**src/rtl/div_pkg.sv**
```systemverilog
// ----------------------------------------------------------------------------
// div_pkg
// Shared definitions for the iterative integer divider.
//   WIDTH          : default operand width
//   DIV_CYCLES     : default iteration count, one quotient bit per cycle
//   DIV_ZERO_QUOT  : quotient returned for a divide by zero (all ones)
//   divState_t     : FSM state encoding (IDLE / BUSY / DONE)
// ----------------------------------------------------------------------------
package div_pkg;

    localparam int WIDTH      = 32;
    localparam int DIV_CYCLES = WIDTH;

    localparam logic [WIDTH-1:0] DIV_ZERO_QUOT = '1;

    typedef enum logic [1:0] {
        IDLE = 2'd0,
        BUSY = 2'd1,
        DONE = 2'd2
    } divState_t;

endpackage

```
**src/rtl/div_step.sv**
```systemverilog
// ----------------------------------------------------------------------------
// div_step
// One restoring-division iteration, purely combinational.
//   remIn    : partial remainder (always < divisor)
//   quotIn   : remaining dividend bits shifted out at the top, quotient
//              bits collected at the bottom
//   divisor  : magnitude of the divisor (non-zero)
//   remOut   : next partial remainder
//   quotOut  : next {dividend, quotient} word with the new quotient bit in LSB
// ----------------------------------------------------------------------------
module div_step #(
    parameter int WIDTH = 32
) (
    input  logic [WIDTH-1:0] remIn,
    input  logic [WIDTH-1:0] quotIn,
    input  logic [WIDTH-1:0] divisor,
    output logic [WIDTH-1:0] remOut,
    output logic [WIDTH-1:0] quotOut
);

    logic [WIDTH:0] remShift;
    logic [WIDTH:0] diff;
    logic           fits;

    // Shift {rem, quot} left by one: the dividend MSB enters the remainder.
    assign remShift = {remIn, quotIn[WIDTH-1]};
    assign diff     = remShift - {1'b0, divisor};

    // Because remIn < divisor, remShift <= 2*divisor-1, so a non-negative
    // difference always fits in WIDTH bits and the extra bit is a pure borrow.
    assign fits = ~diff[WIDTH];

    assign remOut  = fits ? diff[WIDTH-1:0] : remShift[WIDTH-1:0];
    assign quotOut = {quotIn[WIDTH-2:0], fits};

endmodule

```
**src/rtl/div_unit.sv**
```systemverilog
// ----------------------------------------------------------------------------
// div_unit
// Multi-cycle DIV/DIVU unit for the execute stage. Operands are converted to
// magnitudes, divided by a restoring divider one bit per cycle, and the
// quotient/remainder signs are applied when the result is written.
//   clk        : rising-edge clock
//   rst        : asynchronous active-high reset
//   start      : E-stage holds a divide; held high while stalled
//   signed_div : 1 = signed DIV, 0 = DIVU (sampled with start)
//   annul      : cancels the operation in flight
//   a, b       : dividend, divisor
//   result     : {remainder, quotient}, held until the next completion
//   ready      : one-cycle pulse, result valid
//   stall_div  : pipeline stall request while the divide is outstanding
// ----------------------------------------------------------------------------
module div_unit #(
    parameter int WIDTH      = div_pkg::WIDTH,
    parameter int DIV_CYCLES = div_pkg::DIV_CYCLES
) (
    input  logic               clk,
    input  logic               rst,
    input  logic               start,
    input  logic               signed_div,
    input  logic               annul,
    input  logic [WIDTH-1:0]   a,
    input  logic [WIDTH-1:0]   b,
    output logic [2*WIDTH-1:0] result,
    output logic               ready,
    output logic               stall_div
);

    import div_pkg::*;

    localparam int                CNT_W      = $clog2(DIV_CYCLES + 1);
    localparam logic [CNT_W-1:0]  LAST_COUNT = CNT_W'(DIV_CYCLES - 1);
    localparam logic [WIDTH-1:0]  ZERO_QUOT  =
        (WIDTH == div_pkg::WIDTH) ? WIDTH'(DIV_ZERO_QUOT) : {WIDTH{1'b1}};

    divState_t          stateReg;
    divState_t          stateNext;
    logic [CNT_W-1:0]   countReg;
    logic [WIDTH-1:0]   remReg;
    logic [WIDTH-1:0]   quotReg;
    logic [WIDTH-1:0]   divisorReg;
    logic               quotNegReg;
    logic               remNegReg;
    logic [2*WIDTH-1:0] resultReg;

    logic               loadOp;
    logic               divZero;
    logic               stepEn;
    logic               finishOp;

    logic               signA;
    logic               signB;
    logic [WIDTH-1:0]   absA;
    logic [WIDTH-1:0]   absB;
    logic [WIDTH-1:0]   stepRem;
    logic [WIDTH-1:0]   stepQuot;
    logic [WIDTH-1:0]   fixRem;
    logic [WIDTH-1:0]   fixQuot;

    // Operand magnitudes. The most negative value maps onto itself, which is
    // the correct unsigned magnitude, so no special case is needed.
    assign signA = signed_div & a[WIDTH-1];
    assign signB = signed_div & b[WIDTH-1];
    assign absA  = signA ? -a : a;
    assign absB  = signB ? -b : b;

    div_step #(
        .WIDTH   (WIDTH)
    ) stepInst (
        .remIn   (remReg),
        .quotIn  (quotReg),
        .divisor (divisorReg),
        .remOut  (stepRem),
        .quotOut (stepQuot)
    );

    // Sign correction applies to the values produced by the final step.
    assign fixQuot = quotNegReg ? -stepQuot : stepQuot;
    assign fixRem  = remNegReg  ? -stepRem  : stepRem;

    // ------------------------------------------------------------------ FSM
    always_ff @(posedge clk or posedge rst) begin
        if (rst) begin
            stateReg <= IDLE;
        end else begin
            stateReg <= stateNext;
        end
    end

    always_comb begin
        stateNext = stateReg;
        loadOp    = 1'b0;
        divZero   = 1'b0;
        stepEn    = 1'b0;
        finishOp  = 1'b0;
        case (stateReg)
            IDLE: begin
                if (start && !annul) begin
                    if (b == '0) begin
                        divZero   = 1'b1;
                        stateNext = DONE;
                    end else begin
                        loadOp    = 1'b1;
                        stateNext = BUSY;
                    end
                end
            end
            BUSY: begin
                if (annul) begin
                    stateNext = IDLE;
                end else begin
                    stepEn = 1'b1;
                    if (countReg == LAST_COUNT) begin
                        finishOp  = 1'b1;
                        stateNext = DONE;
                    end
                end
            end
            DONE: begin
                // start is ignored here; a held start re-issues from IDLE.
                stateNext = IDLE;
            end
            default: begin
                stateNext = IDLE;
            end
        endcase
    end

    // ------------------------------------------------------------- datapath
    always_ff @(posedge clk or posedge rst) begin
        if (rst) begin
            countReg   <= '0;
            remReg     <= '0;
            quotReg    <= '0;
            divisorReg <= '0;
            quotNegReg <= 1'b0;
            remNegReg  <= 1'b0;
            resultReg  <= '0;
        end else begin
            if (loadOp) begin
                countReg   <= '0;
                remReg     <= '0;
                quotReg    <= absA;
                divisorReg <= absB;
                quotNegReg <= signA ^ signB;
                remNegReg  <= signA;
            end
            if (stepEn) begin
                countReg <= countReg + 1'b1;
                remReg   <= stepRem;
                quotReg  <= stepQuot;
            end
            if (finishOp) begin
                resultReg <= {fixRem, fixQuot};
            end
            if (divZero) begin
                // Remainder is the raw dividend, without sign treatment.
                resultReg <= {a, ZERO_QUOT};
            end
        end
    end

    assign ready     = (stateReg == DONE);
    assign stall_div = start & ~ready & ~annul & ~rst;
    assign result    = resultReg;

endmodule

```
**config.mk**
```make
export PLATFORM = sky130hd
export DESIGN_NAME = div_unit
export DESIGN_NICKNAME = d
export VERILOG_FILES = /design/src/rtl/div_pkg.sv /design/src/rtl/div_step.sv /design/src/rtl/div_unit.sv
export SDC_FILE = /design/constraint.sdc
export NUM_CORES = 1
export LEC_CHECK = 0
export CAP_MARGIN = 20
export CORE_UTILIZATION = 62
export CTS_BUF_LIST = sky130_fd_sc_hd__clkbuf_16
export CTS_CLUSTER_SIZE = 20
export DETAILED_ROUTE_END_ITERATION = 10
export GPL_ROUTABILITY_DRIVEN = 0
export PLACE_DENSITY = 0.87
export SLEW_MARGIN = 10
export SYNTH_ARGS = -nofsm -noshare
export SYNTH_HDL_FRONTEND = slang
export SYNTH_HIERARCHICAL = 1
export SYNTH_SLANG_ARGS = --single-unit
```
**constraint.sdc**
```tcl
create_clock -name clk -period 15.3 [get_ports clk]
set_input_delay 3.06 -clock clk [delete_from_list [all_inputs] [get_ports clk]]
set_output_delay 3.06 -clock clk [all_outputs]
set_load 0.1 [all_outputs]
```
Word-level counts from Yosys, hierarchy flattened:

Index checks and enable logic that the tools add are counted.
W data, S select, Z words.

* bits in registers: 170
* bits of input ports: 69
* output and inout bits: 66
* logic and storage cells: 65

* $add $sub $neg: 6
* eq/ne operators: 5
* multiplexer cells: 29
* bitwise operators: 10
* reductions and logical operators: 7

Operator list (count)
* $mux W32: 9
* $mux W64: 2
* $neg A32 Y32: 4
* $sub A33 B32 Y33: 1
* $logic_not A32 Y1: 1
* $mux W6: 2
* $mux W1: 11
* $mux W2: 4
* $add A6 B1 Y6 const B: 1
* $eq A6 B5 Y1 const B: 1
* $and A1 B1 Y1: 5
* $not A1 Y1: 4
* $pmux W2 S2: 1
* $reduce_bool A2 Y1: 2
* $ne A3 B3 Y1 const B: 1
* $eq A2 B1 Y1 const B: 1
* $eq A2 B2 Y1 const B: 1
* $logic_not A2 Y1: 1
* $ne A2 B2 Y1 const B: 1
* $reduce_and A2 Y1: 1
* $logic_and A1 B1 Y1: 1
* $logic_not A1 Y1: 1
* $xor A1 B1 Y1: 1

Longest topological paths before layout:

Gate-level depths: netlist of run 1.

* depth in word-level cells: 6
* gate-level depth with buffers: 22
* mapped depth without buffers: 20

By module:

Netlist of run 1, hierarchy kept.

By module, submodules not included
* div_unit: instances 1, cells an instance 1041, area an instance 9380.2 µm², seq. area each 4254.1 µm²
* div_step: instances 1, cells an instance 343, area an instance 2496.1 µm², seq. area each 0.0 µm²

Worst setup path after synthesis of run 1:

No wires, ideal clock.

* kind: input port to output port
* from: input annul
* to: output stall_div
* arrival time: 5281 ps
* data required time: 12240 ps
* slack: 6959 ps
* cell stages on the path: 2
* buffers on the path: 0
* path through: nand2b_1 -> nor3_1

* longest elaborated chain between the ends: 3

Ends and longest elaborated chain
* start, declared: RTL line div_unit.sv:24 `input logic annul,`
* $not A1 Y1: RTL line div_unit.sv:167 `assign stall_div = start & ~ready & ~annul & ~rst;`
* $and A1 B1 Y1 (2 in series): RTL line div_unit.sv:167
* end, declared: RTL line div_unit.sv:29 `output logic stall_div`

Every way passes these cells.

Final worst setup path of run 1:

Same ends and word-level chain as after synthesis.

==> results of run 1 <==
power breakdown:
part	internal, mW	leakage (nW)	switching, mW	total (mW)
Combinational	0.507	3.34	0.724	1.23
Clock	0.261	0.303	0.194	0.455
Sequential	0.527	2.24	0.0918	0.618
Total	1.30	5.87	1.01	2.30
synth_stat cells (3+ instances only):
library cell	instances	area, um^2
a221o_1	32	320
o21bai_1	3	22.5
o21a_1	4	30.0
a22oi_1	25	188
or2_2	6	37.5
xnor2_1	49	429
nor2_1	92	345
a21o_1	18	135
nand2b_1	7	43.8
mux2i_1	5	50.1
xor2_1	94	823
and2_1	7	43.8
buf_4	34	255
o41ai_1	22	193
nand2_1	144	541
nor3b_1	9	67.6
nand3_1	37	185
buf_2	11	55.1
a21oi_1	79	395
o21ai_1	13	65.1
a31oi_1	12	75.1
dfrtp_1	170	4250
or3_1	13	81.3
inv_1	49	184
and3_1	10	62.6
mux2_4	19	285
o211ai_1	3	22.5
nor2b_1	8	50.1
nor4_1	12	75.1
nor3_1	41	205
ha_1	37	463
nand4_1	12	75.1
o31ai_1	30	225
o2111ai_1	4	35.0
or4_1	11	82.6
o21ai_0	143	716
clkbuf_1	62	233
a211o_1	3	26.3
through the flow:
stage / std cells / setup WS, ps
final: 1687 / 7070
after global routing: 1687 / 6990
after CTS: 1686 / 7100
after detailed placement: 1654 / 7110
after global placement: 1653 / 7090
after floorplan: 1384 / 6960
placed cells by master (no fill, tap or decap), types with 5 or more instances in the layout:
cell,count
nand4_1,12
o31ai_1,30
nand3_1,37
nand2b_1,7
and3_1,10
and2_1,8
mux2_4,19
o41ai_1,22
a221o_1,32
buf_4,12
inv_6,6
nor2b_1,8
or3_1,13
a31oi_1,11
nand2_1,144
clkdlybuf4s50_1,134
clkbuf_16,17
nor3_1,41
inv_1,49
a21o_1,18
or2_2,6
o21ai_0,143
nor2_1,90
dfrtp_1,170
xor2_1,94
mux2i_1,5
nor4_1,12
or4_1,11
xnor2_1,49
o21ai_1,13
a21oi_1,79
a22oi_1,25
ha_1,37
nor3b_1,8
state kept, by name, indices dropped and copies added, names as in the netlist:
register	count
stateReg	2
quotNegReg	1
countReg	6
remReg	32
result	64
divisorReg	32
remNegReg	1
quotReg	32
cells by family (layout without fill, tap and decap cells):
| kind of cell | count (synthesis) | in the layout | synth area share |
|---|---|---|---|
| xor gates and xnor gates | 143 | 143 | 0.105 |
| AOI/OAI and AO/OA | 414 | 414 | 0.224 |
| buffers and inverters | 162 | 231 | 0.0644 |
| DFF | 170 | 170 | 0.358 |
| muxes | 26 | 26 | 0.0301 |
| adders and majority gates | 38 | 38 | 0.0407 |
| and+or+nand+nor | 431 | 431 | 0.177 |
worst paths after layout:
path / start / endpoint / depth (start not counted)
max reg2reg: quotReg[31]$_DFFE_PP0P_ / result[57]$_DFFE_PP0P_ / 20
min: divisorReg[25]$_DFFE_PP0P_ / divisorReg[25]$_DFFE_PP0P_ / 2
min in group asynchronous: rst / remReg[29]$_DFFE_PP0P_ / 2
max: annul / stall_div / 4
min reg2reg: divisorReg[25]$_DFFE_PP0P_ / divisorReg[25]$_DFFE_PP0P_ / 2
max in group asynchronous: rst / result[24]$_DFFE_PP0P_ / 4
final cells by class:
cell class              count  area [um^2]
multi-input cells        1052         6880
repair buffers            148         1490
inverters                  51          196
well taps                 234          293
clock inverters            15          191
flip-flops and latches    170         4250
clock buffers              17          425
fillers                  1386         5040
layer usage:
metal | track usage | part of all wire
met5 | 0 | 0
met3 | 0.0451 | 0.072
met4 | 0.177 | 0.044
met1 | 0.400 | 0.39
met2 | 0.568 | 0.49
worst max-delay path: stages:
cell and delay [ps]:
clkdlybuf4s50_1 440, nand2b_1 290, nor3_1 220, clkdlybuf4s50_1 1150
==> results.sh, run 1 <==
export IMPL_outcome="finished clean"
export IMPL_rsz0062_at_grt="false"
export IMPL_h_tree_depth=4
export IMPL_dieHeight_um=140
export IMPL_diodes=0
export IMPL_crit_type="in2out"
export IMPL_fin_crit_sh=0.538
export IMPL_drt_iter0_drc=1009
export IMPL_fin_nets=1547
export IMPL_worstMarginPinSlew_ps=1040
export IMPL_layout_drive_gt1_share=0.0613
export IMPL_synthArstFlopShare=1.00
export IMPL_drt_total_wl_mm=31.8
export IMPL_antenna_found_initial=0
export IMPL_post_cts_resize_count=0
export IMPL_clk_pin_slew_ps=70
export IMPL_arrival_ps=5170
export IMPL_yosys_warnings=6
export IMPL_report_final_slew_viol_count=0
export IMPL_power_density_nw_per_um2=168
export IMPL_max_freq_mhz=122
export IMPL_synth_edf_count=0
export IMPL_hold_viol_final=0
export IMPL_p_total_mw=2.30
export IMPL_seq_area_frac_synth=0.358
export IMPL_syn_nets=1491
export IMPL_cts_made_buffers=17
export IMPL_place_hpwl_mm=22.7
export IMPL_grt_pass1_wl_mm=51.6
export IMPL_cts_tree="yes"
export IMPL_syn_area_per_cell_um2=8.58
export IMPL_fin_hold_ws_ps=481
export IMPL_clock_root_buffer="clkbuf_16"
export IMPL_synth_area_um2=11900
export IMPL_peakVddDrop_v=0.000107
export IMPL_maxCapViolCount=0
export IMPL_synth_seq_cells=170
export IMPL_vias_per_cell=6.49
export IMPL_grt_overflow=0
export IMPL_initial_core_util=0.633
export IMPL_vias=10900
export IMPL_ys_flop_type="dfrtp_1"
export IMPL_dr_pass1_iters=6
export IMPL_fp_row_count=50
export IMPL_final_setup_tns_ps=0
export IMPL_setup_viol=0
export IMPL_ant_nets=0
export IMPL_crit_path_end_kind="primary output"
export IMPL_fin_crit_ps=8230
export IMPL_stdcell_area_um2=13700
export IMPL_cts_sinks=170
export IMPL_grt_pass1_vias=10300
export IMPL_skew_ps=7.14
export IMPL_crit_fanout=3
export IMPL_track_usage=0.329
export IMPL_grt_max_degree=92
export IMPL_wire_per_inst_um=18.9
export IMPL_fp_coreArea_um2=18800
export IMPL_ys_types=79
export IMPL_p_leak_nw=5.87
export IMPL_ctsHoldBuffers=0
export IMPL_hold_class="reg2reg"
export IMPL_io_pins=135
export IMPL_critPathLaunchType="input pin"
export IMPL_postCtsSetupBuffers=0
export IMPL_clk_path_buf_depth=2
export IMPL_die_w_um=140
export IMPL_clk_latency_ps=430
export IMPL_placed_cell_area_um2=13100
export IMPL_crit_required_ps=12240
export IMPL_area_growth_pct=15.6
export IMPL_die_area_um2=19700
export IMPL_remaining_drc_errors=0
export IMPL_synthCells=1384
export IMPL_port_buffers=134
export IMPL_final_util=0.732
export IMPL_slew_headroom=0.301
export IMPL_r2r_setup_slack_ps=8990
No activity file was read; power rests on OpenSTA's default activity.
==> run 2, diff against run 1 <==
--- a/config.mk
+++ b/config.mk
@@ -6,12 +6,12 @@
 export NUM_CORES = 1
 export LEC_CHECK = 0
 export CAP_MARGIN = 20
-export CORE_UTILIZATION = 62
+export CORE_UTILIZATION = 52
 export CTS_BUF_LIST = sky130_fd_sc_hd__clkbuf_16
 export CTS_CLUSTER_SIZE = 20
 export DETAILED_ROUTE_END_ITERATION = 10
 export GPL_ROUTABILITY_DRIVEN = 0
-export PLACE_DENSITY = 0.87
+export PLACE_DENSITY = 0.78
 export SLEW_MARGIN = 10
 export SYNTH_ARGS = -nofsm -noshare
 export SYNTH_HDL_FRONTEND = slang
==> constraint.sdc (replaced) <==
create_clock -name clk -period 6.8 [get_ports clk]
set_input_delay 1.36 -clock clk [delete_from_list [all_inputs] [get_ports clk]]
set_output_delay 1.36 -clock clk [all_outputs]
set_load 0.1 [all_outputs]
==> results.sh, run 2 (synthesized netlist as in run 1, its figures left out) <==
export IMPL_p_leak_nw=5.86
export IMPL_drt_iter0_drc=849
export IMPL_critPathSlowestCell="nor4_1"
export IMPL_mostFrequentLayoutCell="dfrtp_1"
export IMPL_report_final_slew_viol_count=0
export IMPL_die_w_um=153
export IMPL_grt_pass1_vias=10100
export IMPL_postCtsSetupBuffers=0
export IMPL_cpPeakStageDelay_ps=590
export IMPL_layout_drive_gt1_share=0.0626
export IMPL_crit_required_ps=7120
export IMPL_peakVddDrop_v=0.000222
export IMPL_area_growth_pct=15.8
export IMPL_remaining_drc_errors=0
export IMPL_largest_reg_flops=64
export IMPL_fp_row_count=54
export IMPL_port_buffers=134
export IMPL_stdcell_area_um2=13800
export IMPL_grt_pass1_wl_mm=53.2
export IMPL_dieHeight_um=153
export IMPL_worstPathCellList="inv_1, ha_1, fa_1, and2b_1, o2111ai_1, a21oi_2, o2111ai_1, a211oi_2, nor2_2, mux2i_1, and2_4, inv_2, mux2_1, nor4_1, nand3_1, o41ai_1, xor2_1, nor2_1, a221o_1"
export IMPL_wire_per_inst_um=19.2
export IMPL_grt_overflow=0
export IMPL_initial_core_util=0.538
export IMPL_track_usage=0.286
export IMPL_critPathLaunchType="flop"
export IMPL_clock_root_buffer="clkbuf_16"
export IMPL_place_hpwl_mm=24.2
export IMPL_ant_nets=0
export IMPL_placed_cell_area_um2=13100
export IMPL_h_tree_depth=4
export IMPL_hold_class="reg2reg"
export IMPL_ctsHoldBuffers=0
export IMPL_worstMarginPinSlew_ps=1060
export IMPL_cp_common_cell="o2111ai_1"
export IMPL_cts_tree="yes"
export IMPL_clk_path_buf_depth=2
export IMPL_setup_slack_ps=825
export IMPL_timing_rr_end="result[46]$_DFFE_PP0P_"
export IMPL_vias=10700
export IMPL_slew_headroom=0.291
export IMPL_grtUsageMet3=0.0411
export IMPL_cts_sinks=170
export IMPL_hold_viol_final=0
export IMPL_final_setup_tns_ps=0
export IMPL_skew_ps=15.7
export IMPL_arrival_ps=6290
export IMPL_maxCapViolCount=0
export IMPL_crit_path_end_kind="flop"
export IMPL_dr_pass1_iters=5
export IMPL_met2_usage=0.487
export IMPL_clk_pin_slew_ps=80
export IMPL_diodes=0
export IMPL_min_from="result[32]$_DFFE_PP0P_"
export IMPL_post_cts_resize_count=0
export IMPL_dp_slack_ps=1100
export IMPL_crit_type="reg2reg"
export IMPL_fin_crit_sh=0.879
export IMPL_fp_coreArea_um2=22100
export IMPL_setup_viol=0
export IMPL_final_cell_mix="dfrtp_1, nand2_1, o21ai_0"
export IMPL_reg2reg_depth=19
export IMPL_outcome="finished clean"
export IMPL_holdPathEnd="result[32]$_DFFE_PP0P_"
export IMPL_drt_total_wl_mm=33.2
export IMPL_r2r_setup_slack_ps=830
export IMPL_die_area_um2=23400
export IMPL_rsz0062_at_grt="false"
export IMPL_fin_nets=1547
export IMPL_power_density_nw_per_um2=378
export IMPL_holdPathStages=2
export IMPL_rr_startpoint="quotReg[31]$_DFFE_PP0P_"
export IMPL_fin_crit_ps=5970
export IMPL_grt_busiest_layer="met2"
export IMPL_fin_hold_ws_ps=486
export IMPL_antenna_found_initial=0
export IMPL_clk_latency_ps=450
export IMPL_cts_made_buffers=17
export IMPL_grt_max_degree=71
export IMPL_crit_fanout=23
export IMPL_io_pins=135
export IMPL_max_freq_mhz=167
export IMPL_vias_per_cell=6.18
export IMPL_grt_util_met1=0.363
run 2: critical path: cells and delay by family (launching register included):
family / cells / cell delay (ps)
AO/OA/AOI/OAI: 6 / 1690
AND/OR/NAND/NOR: 6 / 1680
adder cells (fa/ha/maj): 2 / 650
multiplexers: 2 / 640
buffers and inverters: 2 / 610
flip-flops: 1 / 360
XOR/XNOR: 1 / 210
run 2: where the power goes:
group	total (mW)	internal, mW	leakage (nW)	switching (mW)
Combinational	2.79	1.15	3.32	1.64
Sequential	1.41	1.18	2.24	0.227
Clock	0.998	0.503	0.295	0.494
run 2: final cells by class:
class,instances,area (um^2)
tap,280,350
inverter,51,196
sequential,170,4250
multi-input combinational,1052,6880
clock inverter,15,188
fill,1852,8340
clock buffer,17,425
timing repair buffer,148,1460
run 2: how the worst max path moves through the flow:
stage,start,cells after the start,slack [ps],to
global placement,quotReg[31]$_DFFE_PP0P_,19,1210,result[46]$_DFFE_PP0P_
CTS,quotReg[31]$_DFFE_PP0P_,19,910,result[46]$_DFFE_PP0P_
floorplan,rst,1,840,countReg[0]$_DFFE_PP0P_
detailed placement,quotReg[31]$_DFFE_PP0P_,19,1100,result[46]$_DFFE_PP0P_
global route,quotReg[31]$_DFFE_PP0P_,19,590,result[46]$_DFFE_PP0P_
finish,quotReg[31]$_DFFE_PP0P_,19,830,result[46]$_DFFE_PP0P_
run 2: layer usage:
layer  share of wire  vias up
li1                -     5070
met1            0.42     5166
met2            0.49      411
met3           0.062       68
met4           0.028        0
met5               0        -
run 2: through the flow:
| step | cells | power [mW] | utilization |
|---|---|---|---|
| after floorplan | 1384 | 3.56 | - |
| after global placement | 1701 | 4.05 | 0.595 |
| after detailed placement | 1701 | 4.12 | 0.595 |
| after CTS | 1733 | 5.14 | 0.623 |
| after global routing | 1733 | 5.49 | 0.623 |
| final | 1733 | 5.19 | 0.623 |
==> run 3, diff against run 2 <==
--- a/config.mk
+++ b/config.mk
@@ -6,13 +6,13 @@
 export NUM_CORES = 1
 export LEC_CHECK = 0
 export CAP_MARGIN = 20
-export CORE_UTILIZATION = 52
+export CORE_UTILIZATION = 58
 export CTS_BUF_LIST = sky130_fd_sc_hd__clkbuf_16
 export CTS_CLUSTER_SIZE = 20
 export DETAILED_ROUTE_END_ITERATION = 10
 export GPL_ROUTABILITY_DRIVEN = 0
-export PLACE_DENSITY = 0.78
-export SLEW_MARGIN = 10
+export PLACE_DENSITY = 0.82
+export SLEW_MARGIN = 15
 export SYNTH_ARGS = -nofsm -noshare
 export SYNTH_HDL_FRONTEND = slang
 export SYNTH_HIERARCHICAL = 1
==> constraint.sdc (replaced) <==
create_clock -name clk -period 5.5 [get_ports clk]
set_input_delay 1.1 -clock clk [delete_from_list [all_inputs] [get_ports clk]]
set_output_delay 1.1 -clock clk [all_outputs]
set_load 0.1 [all_outputs]
==> results.sh, run 3 (synthesized netlist as in run 1, its figures left out) <==
export IMPL_outcome="finished clean"
export IMPL_critPathLaunchType="flop"
export IMPL_fp_row_count=51
export IMPL_area_growth_pct=16.6
export IMPL_remaining_drc_errors=0
export IMPL_drt_iter0_drc=882
export IMPL_final_setup_tns_ps=0
export IMPL_io_pins=135
export IMPL_cts_made_buffers=17
export IMPL_setup_viol=0
export IMPL_report_final_slew_viol_count=0
export IMPL_cts_tree="yes"
export IMPL_die_w_um=145
export IMPL_placed_cells=1695
export IMPL_fp_coreArea_um2=19800
export IMPL_p_leak_nw=5.91
export IMPL_fin_hold_ws_ps=479
export IMPL_initial_core_util=0.600
export IMPL_clk_pin_slew_ps=60
export IMPL_hold_class="reg2reg"
export IMPL_grt_pass1_vias=10300
export IMPL_drt_total_wl_mm=32.7
export IMPL_stdcell_area_um2=13800
export IMPL_final_cell_mix="dfrtp_1, nand2_1, o21ai_0"
export IMPL_vias_per_cell=6.24
export IMPL_port_buffers=134
export IMPL_vias=10800
export IMPL_power_density_nw_per_um2=473
export IMPL_wl_met1_mm=13.8
export IMPL_grt_pass1_wl_mm=53.3
export IMPL_dieHeight_um=145
export IMPL_postCtsSetupBuffers=0
export IMPL_fin_cells=1727
export IMPL_track_usage=0.315
export IMPL_mostFrequentLayoutCell="dfrtp_1"
export IMPL_placed_cell_area_um2=13200
export IMPL_cts_sinks=170
export IMPL_final_util=0.700
export IMPL_ant_nets=0
export IMPL_antenna_found_initial=1
export IMPL_max_freq_mhz=191
export IMPL_rsz0062_at_grt="false"
export IMPL_dr_wl_met2_mm=16.1
export IMPL_slew_headroom=0.301
export IMPL_reg2reg_depth=19
export IMPL_dr_pass1_iters=5
export IMPL_crit_type="reg2reg"
export IMPL_clk_latency_ps=430
export IMPL_worstMarginPinSlew_ps=1050
export IMPL_die_area_um2=21100
export IMPL_hold_viol_final=0
export IMPL_clock_root_buffer="clkbuf_16"
export IMPL_clk_path_buf_depth=2
export IMPL_nFillCells=1586
export IMPL_fin_crit_sh=0.950
export IMPL_timing_rr_end="result[62]$_DFFE_PP0P_"
export IMPL_place_hpwl_mm=23.8
export IMPL_crit_end="result[62]$_DFFE_PP0P_"
export IMPL_startpoint="quotReg[31]$_DFFE_PP0P_"
export IMPL_grt_max_degree=73
export IMPL_rr_startpoint="quotReg[31]$_DFFE_PP0P_"
export IMPL_r2r_setup_slack_ps=270
export IMPL_wire_per_inst_um=18.9
export IMPL_h_tree_depth=4
export IMPL_crit_required_ps=5800
export IMPL_crit_path_end_kind="flop"
export IMPL_fin_crit_ps=5230
export IMPL_p_total_mw=6.55
export IMPL_skew_ps=10.3
export IMPL_layout_drive_gt1_share=0.0705
export IMPL_dp_slack_ps=202
export IMPL_diodes=0
export IMPL_setup_slack_ps=274
export IMPL_peakVddDrop_v=0.000287
export IMPL_highest_layer="met4"
export IMPL_crit_fanout=10
export IMPL_route_met3_wl_mm=1.83
export IMPL_arrival_ps=5520
export IMPL_maxCapViolCount=0
export IMPL_fin_nets=1556
export IMPL_grt_overflow=0
export IMPL_largest_reg_flops=64
[run 3: changes by cell type in the layout (fill, tap and decap cells not counted), moves of 2 or more]
cell / delta
buf_4: +10
bufinv_16: +4
clkinv_1: +3
clkinv_2: +2
clkinv_8: -5
clkinvlp_4: +2
inv_1: +2
inv_6: -2
inv_8: -5
o41ai_1: -4
o41ai_2: +4
[run 3: what timing repair did]
item,in CTS,in global routing
resized for setup,0,12
endpoints found under the setup margin,0,21
hold buffers,0,0
[run 3: report_power, final]
part,internal (mW),total [mW],switching (mW),leakage [nW]
logic,1.48,3.55,2.06,3.38
registers,1.47,1.73,0.264,2.24
clock network,0.753,1.27,0.514,0.299
total,3.70,6.55,2.84,5.91
[run 3: final cells by class]
type / count / area (um^2) / area share
clock buffers: 17 / 425 / 0.0307
clock inverters: 15 / 181 / 0.0131
inverters: 51 / 198 / 0.0143
multi-input cells: 1052 / 6940 / 0.501
flip-flops and latches: 170 / 4250 / 0.307
well taps: 265 / 332 / 0.0239
repair buffers: 157 / 1520 / 0.109
[run 3: critical path: stages (launching register included)]
cell	delay, ps
dfrtp_1	370
inv_1	50
ha_1	220
fa_1	420
and2b_1	240
o2111ai_1	180
a21oi_2	270
o2111ai_2	210
a211oi_2	270
nor2_2	100
mux2i_1	140
and2_4	170
inv_4	140
mux2_4	340
or4_1	600
or4_1	540
or2_2	330
o41ai_2	240
xor2_1	170
o21ai_0	90
[run 3: layer usage]
| layer | track usage | vias up |
|---|---|---|
| met1 | 0.402 | 5146 |
| met3 | 0.0390 | 92 |
| met2 | 0.543 | 444 |
| met5 | 0 | - |
| met4 | 0.124 | 0 |
| li1 | - | 5100 |
[run 3: worst min path at each step]
stage,from,to,slack (ps),cells past startpoint
floorplan,divisorReg[10]$_DFFE_PP0P_,divisorReg[10]$_DFFE_PP0P_,450,2
global placement,result[33]$_DFFE_PP0P_,result[33]$_DFFE_PP0P_,450,2
detailed placement,result[32]$_DFFE_PP0P_,result[32]$_DFFE_PP0P_,470,2
CTS,divisorReg[25]$_DFFE_PP0P_,divisorReg[25]$_DFFE_PP0P_,490,2
global route,divisorReg[23]$_DFFE_PP0P_,divisorReg[23]$_DFFE_PP0P_,500,2
finish,divisorReg[25]$_DFFE_PP0P_,divisorReg[25]$_DFFE_PP0P_,480,2
